[src/rtl/abs_diff_pkg.sv]
// Shared definitions for the absolute-difference datapath: default operand
// width and the operand type used by the top and by the testbench.
package abs_diff_pkg;

  localparam int ABS_DIFF_WIDTH = 8;

  typedef logic [ABS_DIFF_WIDTH-1:0] operand_t;

endpackage : abs_diff_pkg

[src/rtl/abs_diff_sub.sv]
// Ripple-borrow subtractor built from a chain of full subtractors.
// Produces diff = a - b (modulo 2^WIDTH) and the final borrow, which is
// set exactly when a < b for unsigned operands.
module abs_diff_sub
  import abs_diff_pkg::*;
#(
  parameter int WIDTH = ABS_DIFF_WIDTH
) (
  input  logic [WIDTH-1:0] a,
  input  logic [WIDTH-1:0] b,
  output logic [WIDTH-1:0] diff,
  output logic             borrow
);

  // chain[i] is the borrow into bit i; nothing is borrowed into bit 0
  logic [WIDTH:0] chain;

  assign chain[0] = 1'b0;

  // One full subtractor per bit, borrow rippling from LSB to MSB
  for (genvar i = 0; i < WIDTH; i++) begin : g_bit
    assign diff[i]      = a[i] ^ b[i] ^ chain[i];
    assign chain[i + 1] = (~a[i] & b[i]) | (~(a[i] ^ b[i]) & chain[i]);
  end

  assign borrow = chain[WIDTH];

endmodule : abs_diff_sub

[src/rtl/abs_diff.sv]
// Registered unsigned absolute difference |data - Ref| with a less-than flag.
// One cycle of latency, full throughput, outputs hold while in_valid is low.
module abs_diff
  import abs_diff_pkg::*;
#(
  parameter int WIDTH = ABS_DIFF_WIDTH
) (
  input  logic             clk,
  input  logic             rst,
  input  logic             in_valid,
  input  logic [WIDTH-1:0] data,
  input  logic [WIDTH-1:0] Ref,
  output logic [WIDTH-1:0] result,
  output logic             data_lt_ref,
  output logic             out_valid
);

  logic [WIDTH-1:0] raw_diff;
  logic             borrow;
  logic [WIDTH-1:0] flipped;
  logic [WIDTH-1:0] abs_val;

  abs_diff_sub #(
    .WIDTH (WIDTH)
  ) u_sub (
    .a      (data),
    .b      (Ref),
    .diff   (raw_diff),
    .borrow (borrow)
  );

  // When data < Ref the raw difference is negative in two's complement, so
  // invert and add one; with no borrow both steps collapse to a pass-through.
  // The magnitude always fits in WIDTH bits, so the increment cannot overflow.
  assign flipped = raw_diff ^ {WIDTH{borrow}};
  assign abs_val = flipped + {{(WIDTH-1){1'b0}}, borrow};

  // Output registers: reset wins, otherwise capture only on a valid input so
  // an idle (possibly undriven) bus never disturbs the held result
  always_ff @(posedge clk) begin
    if (rst) begin
      result      <= '0;
      data_lt_ref <= 1'b0;
      out_valid   <= 1'b0;
    end else begin
      out_valid <= in_valid;
      if (in_valid) begin
        result      <= abs_val;
        data_lt_ref <= borrow;
      end
    end
  end

endmodule : abs_diff

[config.mk]
export PLATFORM = sky130hd
export DESIGN_NAME = abs_diff
export DESIGN_NICKNAME = d
export VERILOG_FILES = /design/src/rtl/abs_diff_pkg.sv /design/src/rtl/abs_diff_sub.sv /design/src/rtl/abs_diff.sv
export SDC_FILE = /design/constraint.sdc
export NUM_CORES = 1
export LEC_CHECK = 0
export CAP_MARGIN = 40
export CORE_ASPECT_RATIO = 1.1
export CORE_MARGIN = 1.5
export CORE_UTILIZATION = 45
export DETAILED_ROUTE_END_ITERATION = 8
export GPL_TIMING_DRIVEN = 0
export PLACE_DENSITY_LB_ADDON = 0.3
export SKIP_LAST_GASP = 1
export SYNTH_ARGS = -nofsm -noshare
export SYNTH_HDL_FRONTEND = slang
export SYNTH_HIERARCHICAL = 1
export SYNTH_SLANG_ARGS = --single-unit
export TNS_END_PERCENT = 100
[constraint.sdc]
create_clock -name clk -period 6.2 [get_ports clk]
set_input_delay 0.62 -clock clk [delete_from_list [all_inputs] [get_ports clk]]
set_output_delay 0.62 -clock clk [all_outputs]
set_load 0.01 [all_outputs]
==> flow_metrics.py, run 1 <==
metrics = {
    "clocking": {
        "numClockSinks": 10,
        "cts_buffer_depth": 2,
        "cts_tree": "yes",
        "cts_setup_buffers": 0,
        "postCtsHoldBufs": 0,
        "cts_buffers": 3,
        "cts_resized": 0,
        "clk_pin_slew_ns": 0.06,
        "clock_latency_ns": 0.25,
        "cts_max_level": 1,
        "root_buffer": "clkbuf_4",
    },
    "placed_design": {
        "pre_cts_slack_ns": 0.6251,
        "dp_hpwl_mm": 1.300,
        "placed_area_um2": 1167,
        "gp_congestion": 0.7156,
        "io_buffers": 27,
    },
    "detailed_routing": {
        "drt_first_pass_iters": 4,
        "vias": 753,
        "wl_mm": 1.530,
        "ant_nets": 0,
        "drt-initial-drc-count": 5,
        "remaining_drc_errors": 0,
        "wl_per_cell_um": 10.41,
        "via_per_inst": 5.122,
    },
    "synthesis": {
        "synth_edf_count": 0,
        "synth_top_cells_by_count": "inv_1 (21), dfxtp_1 (10), nor2_1 (9)",
        "yosys_most_used_dff": "dfxtp_1",
        "synth_top_cell_area_share": 0.2289,
        "async_flop_share": 0,
        "yosysUniqueCellTypes": 33,
        "synth_area_um2": 874.6,
        "syn-num-nets": 129,
        "yosysSeqAreaShare": 0.2289,
        "synth_area_leaders": "dfxtp_1 (23%), fa_1 (16%), inv_1 (9.0%)",
        "yosysTopAreaCell": "dfxtp_1",
        "syn-instance-count": 99,
        "synth.most_common_cell": "inv_1",
        "syn_area_per_cell_um2": 8.834,
        "ys_ff_latch": 10,
        "yosys_warnings": 6,
    },
    "timing": {
        "clock_skew_ns": 0,
        "grt_setup_unrepaired": "false",
        "tns_ns": 0,
        "fmax_ghz": 0.1880,
        "finalWorstPathRequiredPeriod_ns": 5.318,
        "finalSetupViolCount": 0,
        "slew_headroom": 0.6396,
        "hold_viol_final": 0,
        "tightestPinTransition_ns": 0.5407,
        "post-route-period-util": 0.8578,
        "fin_ws_ns": 0.8817,
        "slew_violations": 0,
    },
    "power_and_ir_drop": {
        "p_per_area_nw_per_um2": 194.3,
        "irDropWorstVdd_uv": 86.50,
        "pwr-share-seq": 0.334,
        "leakagePower_nw": 0.5258,
        "switchingPower_mw": 0.07597,
        "swShare": 0.3286,
        "internal_power_mw": 0.1552,
        "clockPowerShare": 0.175,
        "p_total_mw": 0.2312,
        "combPwrFrac": 0.491,
    },
    "die": {
        "coreArea_um2": 1802,
        "die_w_um": 45.04,
        "initial_utilization": 0.4854,
        "dieHeight_um": 49.24,
        "dieArea_um2": 2217,
        "io_pins": 29,
        "rows": 16,
    },
    "critical_path": {
        "required_ns": 6.37,
        "endpoint_kind": "flip-flop",
        "cp.arrival_ns": 5.49,
        "worstPathMaxFanout": 10,
        "start_kind": "primary input",
        "path_class": "primary input to flip-flop",
    },
    "grt": {
        "grt.overflow.total": 0,
        "grt_pass1_wl_mm": 2.773,
        "grtUsageTotal": 0.1621,
        "grt_max_degree": 11,
        "antenna_found_initial": 0,
        "first_global_vias": 700,
    },
    "layout": {
        "fillCellCount": 165,
        "postLayoutCoreUtil": 0.6604,
        "fin_nets": 161,
        "area_growth_pct": 36.05,
        "drive_above_1_share": 0.07752,
        "diodes": 0,
        "finalInstanceArea_um2": 1190,
    },
    "status": {
        "status": "finished, final reports clean",
    },
    "run": {
        "drv_cap": 0,
    },
    "hold_path": {
        "min_path_type": "flip-flop to flip-flop",
    },
}
==> layout by cell type (no fill, tap or decap), types with 2 or more instances in the layout <==
cell type,instances
a21oi_1,4
a311oi_1,2
buf_6,2
clkbuf_4,3
clkdlybuf4s50_1,27
dfxtp_1,10
fa_1,7
ha_1,4
inv_1,21
mux2i_1,5
nand2_1,3
nand2b_1,4
nor2_1,9
o21ai_0,2
or3_1,2
xnor2_1,3
xor2_1,3
==> worst paths after layout <==
path	from	end	slack [ns]	cells past startpoint
setup / recovery	data[0]	result[6]$_SDFFE_PP0P_	0.88	21
hold / removal	result[3]$_SDFFE_PP0P_	result[3]$_SDFFE_PP0P_	0.48	2
setup reg to reg	result[7]$_SDFFE_PP0P_	result[7]$_SDFFE_PP0P_	5.50	2
hold reg to reg	result[3]$_SDFFE_PP0P_	result[3]$_SDFFE_PP0P_	0.48	2
==> worst max-delay path: stages <==
cell and delay, ns:
clkdlybuf4s50_1 0.45, inv_1 0.04, ha_1 0.19, inv_1 0.07, fa_1 0.15, inv_1 0.05
fa_1 0.37, fa_1 0.39, fa_1 0.39, fa_1 0.40, fa_1 0.37, inv_1 0.07
fa_1 0.16, inv_1 0.14, buf_6 0.19, xor2_1 0.16, ha_1 0.28, or4b_4 0.23
a21oi_2 0.05, or3_2 0.46, a311oi_2 0.25
==> stage by stage <==
stage                     hold slack [ns]  cells
after CTS                          0.4880    147
after detailed placement           0.4800    144
after floorplan                    0.5032     99
after global placement             0.4729    144
after global routing               0.5059    147
final                              0.4817    147
==> power groups by stage <==
stage	clock [mW]	sequential, mW	combinational [mW]
after floorplan	0	0.0829	0.0687
after global placement	0	0.0783	0.110
after detailed placement	0	0.0788	0.113
after CTS	0.0421	0.0774	0.114
after global routing	0.0459	0.0783	0.127
final	0.0406	0.0772	0.113
==> routing by layer <==
metal | part of all wire | global-route usage | vias to the layer above | routed length, um
met5 | 0 | 0 | - | 0
met4 | 0.014 | 0.07353 | 0 | 21
met3 | 0.031 | 0.01111 | 2 | 47
met2 | 0.52 | 0.2786 | 21 | 790
met1 | 0.44 | 0.1982 | 344 | 671
li1 | - | - | 386 | -
==> layout make-up <==
| class | count | area [um^2] | area share |
|---|---|---|---|
| multi-input cells | 64 | 565.5 | 0.4753 |
| repair buffers | 27 | 270.3 | 0.2271 |
| flip-flops and latches | 10 | 200.2 | 0.1682 |
| inverters | 21 | 78.83 | 0.06625 |
| plain buffers | 4 | 30.03 | 0.02524 |
| clock buffers | 3 | 22.52 | 0.01893 |
| well taps | 18 | 22.52 | 0.01893 |
==> registers in the layout (all words and copies together), names as in the netlist <==
name / cells
data_lt_ref: 1
out_valid: 1
result: 8
==> cell families (layout without fill, tap and decap cells) <==
group | after synthesis | count (layout) | synth area share
AO/OA/AOI/OAI | 16 | 16 | 0.1373
XOR/XNOR | 6 | 6 | 0.06010
adder cells (fa/ha/maj) | 11 | 11 | 0.2175
AND/OR/NAND/NOR | 26 | 26 | 0.1745
multiplexers | 5 | 5 | 0.05723
buffers and inverters | 25 | 55 | 0.1245
flip-flops | 10 | 10 | 0.2289
No activity file was read; power rests on OpenSTA's default activity.
==> run 2, diff against run 1 <==
==> constraint.sdc (replaced) <==
create_clock -name clk -period 6.2 [get_ports clk]
set_input_delay 0.93 -clock clk [delete_from_list [all_inputs] [get_ports clk]]
set_output_delay 0.93 -clock clk [all_outputs]
set_load 0.01 [all_outputs]
==> results of run 2 <==
Same layout as run 1 (identical final DEF). Status: finished, final reports clean.
Main changes from that run: setup slack after placement 0.6251 ns -> 0.3151 ns; setup slack after layout 0.8817 ns -> 0.5717 ns
